==> config.mk <==
export PLATFORM = sky130hd
export DESIGN_NAME = pipe_stage_reg
export DESIGN_NICKNAME = d
export VERILOG_FILES = /design/src/rtl/pipe_stage_reg.sv
export SDC_FILE = /design/constraint.sdc
export NUM_CORES = 1
export LEC_CHECK = 0
export ABC_CLOCK_PERIOD_IN_PS = 6600
export CAP_MARGIN = 20
export CORE_ASPECT_RATIO = 0.9
export CORE_MARGIN = 2
export CORE_UTILIZATION = 56
export DETAILED_ROUTE_END_ITERATION = 10
export DONT_BUFFER_PORTS = 1
export PLACE_DENSITY = 0.71
export REMOVE_ABC_BUFFERS = 1
export SKIP_LAST_GASP = 1
export SYNTH_ARGS = -nofsm -noshare
export SYNTH_HDL_FRONTEND = slang
export SYNTH_SLANG_ARGS = --single-unit
==> constraint.sdc <==
create_clock -name clk -period 6.6 [get_ports clk]
set_input_delay 1.32 -clock clk [delete_from_list [all_inputs] [get_ports clk]]
set_output_delay 1.32 -clock clk [all_outputs]
set_load 0.03 [all_outputs]
==> src/rtl/pipe_stage_reg.sv <==
// Inter-stage pipeline register with valid/ready handshake and a two-entry skid buffer.
// The main entry drives the outputs directly. The skid entry holds the instruction
// accepted while the downstream stalls, so backpressure never drops one.
// Control bits of an invalid entry are always zero, so a bubble carries no side effects.
// Data bits are never cleared. Only reset changes them without a load.
module pipe_stage_reg #(
    parameter int unsigned DATA_W = 48,
    parameter int unsigned CTRL_W = 10,
    parameter int unsigned CNT_W  = 16
) (
    input  logic              clk,
    input  logic              rst,
    input  logic              in_valid,
    output logic              in_ready,
    input  logic [DATA_W-1:0] in_data,
    input  logic [CTRL_W-1:0] in_ctrl,
    input  logic              flush,
    output logic              out_valid,
    input  logic              out_ready,
    output logic [DATA_W-1:0] out_data,
    output logic [CTRL_W-1:0] out_ctrl,
    input  logic              stat_clr,
    output logic [CNT_W-1:0]  stall_cnt
);

    logic              main_vld_q, main_vld_d;
    logic [DATA_W-1:0] main_data_q, main_data_d;
    logic [CTRL_W-1:0] main_ctrl_q, main_ctrl_d;
    logic              skid_vld_q, skid_vld_d;
    logic [DATA_W-1:0] skid_data_q, skid_data_d;
    logic [CTRL_W-1:0] skid_ctrl_q, skid_ctrl_d;
    logic [CNT_W-1:0]  stall_cnt_q, stall_cnt_d;

    logic acc;
    logic pop;

    // in_ready depends only on registered state, which breaks the ready path to upstream.
    assign in_ready  = ~skid_vld_q;
    assign acc       = in_valid & in_ready;
    assign pop       = main_vld_q & out_ready;

    assign out_valid = main_vld_q;
    assign out_data  = main_data_q;
    assign out_ctrl  = main_ctrl_q;
    assign stall_cnt = stall_cnt_q;

    // Next-state of the two entries. A flush overrides every transfer.
    always_comb begin
        main_vld_d  = main_vld_q;
        main_data_d = main_data_q;
        main_ctrl_d = main_ctrl_q;
        skid_vld_d  = skid_vld_q;
        skid_data_d = skid_data_q;
        skid_ctrl_d = skid_ctrl_q;

        if (flush) begin
            // Squash: control goes to zero, data is left as is.
            main_vld_d  = 1'b0;
            main_ctrl_d = '0;
            skid_vld_d  = 1'b0;
            skid_ctrl_d = '0;
        end else if (!main_vld_q) begin
            // Empty
            if (acc) begin
                main_vld_d  = 1'b1;
                main_data_d = in_data;
                main_ctrl_d = in_ctrl;
            end
        end else if (!skid_vld_q) begin
            // One entry held
            if (pop && acc) begin
                main_data_d = in_data;
                main_ctrl_d = in_ctrl;
            end else if (pop) begin
                main_vld_d  = 1'b0;
                main_ctrl_d = '0;
            end else if (acc) begin
                skid_vld_d  = 1'b1;
                skid_data_d = in_data;
                skid_ctrl_d = in_ctrl;
            end
        end else if (pop) begin
            // Two entries held. The skid entry moves up behind the popped one.
            main_data_d = skid_data_q;
            main_ctrl_d = skid_ctrl_q;
            skid_vld_d  = 1'b0;
            skid_ctrl_d = '0;
        end
    end

    // Saturating count of cycles where the output is held off by the downstream.
    always_comb begin
        stall_cnt_d = stall_cnt_q;
        if (stat_clr) begin
            stall_cnt_d = '0;
        end else if (main_vld_q && !out_ready && (stall_cnt_q != {CNT_W{1'b1}})) begin
            stall_cnt_d = stall_cnt_q + {{(CNT_W-1){1'b0}}, 1'b1};
        end
    end

    // State registers with asynchronous reset.
    always_ff @(posedge clk or posedge rst) begin
        if (rst) begin
            main_vld_q  <= 1'b0;
            main_data_q <= '0;
            main_ctrl_q <= '0;
            skid_vld_q  <= 1'b0;
            skid_data_q <= '0;
            skid_ctrl_q <= '0;
            stall_cnt_q <= '0;
        end else begin
            main_vld_q  <= main_vld_d;
            main_data_q <= main_data_d;
            main_ctrl_q <= main_ctrl_d;
            skid_vld_q  <= skid_vld_d;
            skid_data_q <= skid_data_d;
            skid_ctrl_q <= skid_ctrl_d;
            stall_cnt_q <= stall_cnt_d;
        end
    end

endmodule

Yosys cells after proc, flatten, opt, wreduce, memory -nomap -nowiden
Index checks and enable logic that the tools add are counted.
Cells by class
  reduce and logical (&&, ||, !) cells: 13
  multiplexer cells: 30
  add/sub/neg operators: 1
  eq/ne operators: 8
  bitwise logic cells: 6
Operator list (number)
  $mux W48: 5
  $mux W10: 12
  $mux W16: 2
  $add A16 B1 Y16 const B: 1
  $ne A16 B16 Y1 const B: 1
  $mux W1: 11
  $ne A3 B2 Y1 const B: 2
  $ne A3 B3 Y1 const B: 2
  $reduce_and A6 Y1: 1
  $reduce_bool A2 Y1: 3
  $reduce_bool A3 Y1: 2
  $reduce_and A5 Y1: 1
  $ne A4 B2 Y1 const B: 1
  $ne A4 B3 Y1 const B: 1
  $not A1 Y1: 4
  $reduce_and A4 Y1: 1
  $logic_and A1 B1 Y1: 3
  $ne A3 B1 Y1 const B: 1
  $reduce_and A3 Y1: 1
  $and A1 B1 Y1: 2
  $logic_not A1 Y1: 1
Word-level totals
  word-level logic and storage cells: 65
  input port bits: 64
  output and inout bits: 76
  bits in registers: 134

Longest topological paths before layout
  word-level depth: 8
  depth in mapped cells: 6

Worst setup path before layout
OpenSTA, ideal clock, no wires.
  path kind: input to register
  start: input port flush
  end: register skid_data_q[0]
  arrival: 2.549 ns
  stages: 6
  setup slack: 3.927 ns
  path through: clkbuf_1 > nor2_1 > nand3_1 > buf_2 > buf_2 > mux2_2
Between the ends
  longest elaborated chain between the ends: 2
Ends and longest elaborated chain
  start: declaration: line 17  | input logic flush,
  $not A1 Y1 (no source line)
  $reduce_and A6 Y1 (no source line)
  end signal: assignment: line 116  | skid_data_q <= skid_data_d;
  end: declaration: line 30  | logic [DATA_W-1:0] skid_data_q, skid_data_d;
No other way between the ends.
A chain may end at the register's enable or synchronous reset.

Final worst setup path
  start: input port in_valid
  end: register main_data_q[20], in the netlist out_data[20]
Between the ends
  longest elaborated chain between the ends: 4
  elaborated cells between the ends (all ways): 5
  those cells by class: eq/ne (1); bitwise (1); reduce/logical (3)
Ends and longest elaborated chain
  start: declaration: line 13  | input logic in_valid,
  $and A1 B1 Y1 (*): line 39  | assign acc = in_valid & in_ready;
  $logic_and A1 B1 Y1: line 71  | if (pop && acc) begin
  $ne A3 B1 Y1 (no source line)
  $reduce_and A4 Y1 (no source line) (*)
  end signal: assignment: line 113  | main_data_q <= main_data_d;
  end: declaration: line 27  | logic [DATA_W-1:0] main_data_q, main_data_d;
Every way passes the cells marked *; elsewhere a longest branch is shown, timed or not.

==> results by group <==
Logic synthesis
  – FF+latch count, synth: 134
  – Post-Syn Area: 5950 µm²
  – Synth Instances: 565
  – Post-synth EDFFs: 0
  – Ys async rst share: 100%
  – Syn_area_per_cell: 10.5 µm²
  – Unique cell type count in the Yosys netlist: 41
  – Ys flop type: dfrtp_1
  – Sequential element share of the synthesized area: 56.3%
  – Synthesis Warnings: 0

Layout
  – Area Overhead vs Synth: 11.1%
  – # diodes: 0
  – Fin area: 6610 µm²
  – Layout cells sized above 1: 17.0%
  – Final net count: 617

Detailed routing
  – Via Count: 4175
  – Antenna-violating nets left: 0
  – Vias per std cell: 6.02
  – WL final: 12600 µm
  – Detailed-route wire length per cell: 18.2 µm
  – 1st-iter DRT viols: 362
  – DRC: 0
  – Pre-Repair DR Iteration Count: 5

Critical path
  – Setup CP Type: input port to register
  – CP Max Fanout: 96
  – Critical Path Sink Type: register
  – Crit-path cells: or3b_4 -> a221oi_4 -> buf_4 -> nor2_1 -> a31oi_1
  – CP top delay family: buffers and inverters
  – Critical path buffers and inverters: 1
  – Startpoint type of the worst setup path: input port
  – Crit path max-delay cell type: buf_4
  – CP required: 6.91 ns
  – Slowest stage delay, CP: 0.73 ns
  – Arrival time worst endpoint: 3.09 ns

Pwr
  – Clk pwr share: 41.5%
  – Power density over cell area: 382 nW/µm²
  – Leakage: 2.91 nW
  – Switching share of power: 28.3%
  – Pint: 1.81 mW
  – Sw Pwr: 714 µW
  – Peak supply drop: 254 µV
  – Sequential power share: 49.1%
  – Combinational Power Share: 9.4%

CTS
  – Clock sinks: 134
  – H-Tree Depth: 4
  – Clock Pin Slew Worst Setup and Hold Paths: 0.05 ns
  – Root buf cell: clkbuf_16
  – Hold Buf Count CTS: 0
  – CTS Buf Count: 17
  – Clock latency on the worst-skew pair: 0.41 ns
  – CTS Buffer Depth: 2
  – CTS resizes: 0
  – CTS tree: yes
  – Post-CTS Setup Bufs: 0

Timing
  – RSZ-0062 raised after global routing: false
  – Fmax: 360 MHz
  – Clock Skew: 0.0103 ns
  – Tmin final: 2.78 ns
  – TNS Setup: 0 ns
  – Setup-failing EPs final: 0
  – Final Hold Vio Count: 0
  – Final Cycle Share: 42.1%
  – Slew headroom: 34.8%
  – Worst slew pin tran: 0.974 ns
  – Final Slew Violations: 0

Flow run
  – Max cap viols: 0

Place
  – Placed Area: 5950 µm²
  – Final RePlAce weighted congestion: 0.766
  – Port bufs: 0
  – Final HPWL DP: 7980 µm

Floorplan
  – Die footprint: 11500 µm²
  – Die X: 113 µm
  – I/O pins: 140
  – Initial Util: 57.8%
  – Cell row count: 35
  – Die Y: 102 µm
  – Core ar.: 10300 µm²

Min path
  – Worst hold path class: register to register

Global route
  – Vias in the first global route: 4020
  – Largest net degree at the start of global routing: 97
  – First-pass GRT wire length: 20300 µm
  – Total track usage: 22.5%
  – Total gr overflow: 0
  – Initial antenna violation count: 0

Run status
  – Outcome: completed
==> sequential cells by signal, indices dropped and copies added, names as in the netlist <==
register,count
skid_data_q,48
out_valid,1
skid_ctrl_q,10
out_data,48
skid_vld_q,1
stall_cnt,16
out_ctrl,10
==> worst reg2reg max path, cell delays in order, from the launching register on <==
cell      delay (ns)
dfrtp_1         0.64
or3b_4          0.53
a221oi_4        0.28
buf_4           0.73
nor2_1          0.19
a31oi_1         0.20
==> layer usage <==
layer / GRT usage (%) / part of all wire [%]
met1: 27.4 / 41
met2: 36.6 / 50
met3: 9.69 / 8.2
met4: 7.50 / 0.67
met5: 0 / 0
==> cells by family after synthesis <==
kind of cell / count (synthesis) / share of synthesized area [%]
muxes: 62 / 11.5
AOI/OAI and AO/OA: 96 / 11.3
buffers and inverters: 54 / 4.90
DFF: 134 / 56.3
and+or+nand+nor: 218 / 15.7
adders and majority gates: 1 / 0.210
==> through the flow <==
step / hold slack [ns] / cells / power [mW] / setup WS, ns / utilization, %
after floorplan: 0.480 / 528 / 1.42 / 1.70 / -
final: 0.504 / 694 / 2.52 / 3.82 / 64.3
after global routing: 0.514 / 694 / 2.63 / 3.76 / 64.3
after CTS: 0.505 / 694 / 2.55 / 3.86 / 64.3
after detailed placement: 0.493 / 662 / 1.49 / 3.47 / 57.8
after global placement: 0.487 / 661 / 1.47 / 3.54 / 57.6
==> Yosys cell counts, types with 2 or more instances <==
cell / instances / area share (%)
mux2i_1: 11 / 1.8
nand3_1: 6 / 0.50
a31oi_1: 50 / 5.3
or4_1: 4 / 0.50
nor2_1: 59 / 3.7
nand4_1: 4 / 0.42
or3_1: 2 / 0.21
dfrtp_1: 134 / 56
o31ai_1: 2 / 0.25
clkbuf_1: 21 / 1.3
buf_2: 5 / 0.42
a22o_1: 20 / 2.9
inv_1: 17 / 1.1
and2_1: 2 / 0.21
nand2_1: 117 / 7.4
nor2b_1: 6 / 0.63
mux2_2: 51 / 9.6
o21ai_0: 4 / 0.34
nor3_1: 4 / 0.34
buf_6: 11 / 2.1
a21oi_1: 10 / 0.84
nor4_1: 2 / 0.21
a211oi_1: 3 / 0.38
o41ai_1: 3 / 0.44
==> path summary, 6_finish.rpt <==
path | cells past startpoint | slack (ns) | to | from
worst max-delay path | 5 | 3.82 | out_data[20] | in_valid
worst min-delay path | 1 | 0.50 | skid_data_q[44] | skid_data_q[44]
worst max register to register | 5 | 3.96 | out_data[20] | out_valid
worst min register to register | 1 | 0.50 | skid_data_q[44] | skid_data_q[44]
max in group asynchronous | 2 | 4.30 | stall_cnt[12] | rst
min in group asynchronous | 1 | 0.97 | out_data[16] | rst
==> area by class of cell <==
| cell class | instances | area [µm²] |
|---|---|---|
| timing repair buffer | 5 | 50.0 |
| clock buffer | 21 | 470 |
| multi-input combinational | 377 | 2320 |
| inverter | 17 | 66.3 |
| clock inverter | 11 | 195 |
| tap | 129 | 161 |
| fill | 779 | 3680 |
| sequential | 134 | 3350 |
==> power groups by stage <==
stage / Sequential [mW] / Clock (mW) / Combinational, mW
2_1_floorplan: 1.22 / 0 / 0.202
3_3_place_gp: 1.24 / 0 / 0.224
3_5_place_dp: 1.25 / 0 / 0.240
4_1_cts: 1.24 / 1.07 / 0.242
5_1_grt: 1.26 / 1.10 / 0.269
6_report: 1.24 / 1.05 / 0.238
==> cell usage in the layout, fill, tap and decap left out, types with 2 or more instances in the layout <==
cell	n
a211oi_1	3
a21oi_1	10
a22o_1	20
a31oi_1	50
and2_1	2
buf_4	4
bufinv_16	5
clkbuf_16	17
clkbuf_8	3
clkinvlp_4	3
dfrtp_1	134
inv_1	16
mux2_2	51
mux2i_1	11
nand2_1	116
nand3_1	5
nand4_1	4
nor2_1	59
nor2b_1	6
nor3_1	4
nor4_1	2
o21ai_0	4
o31ai_1	2
o41ai_1	3
or3_1	2
or4_1	4
Power figures use the tool's default switching activity.
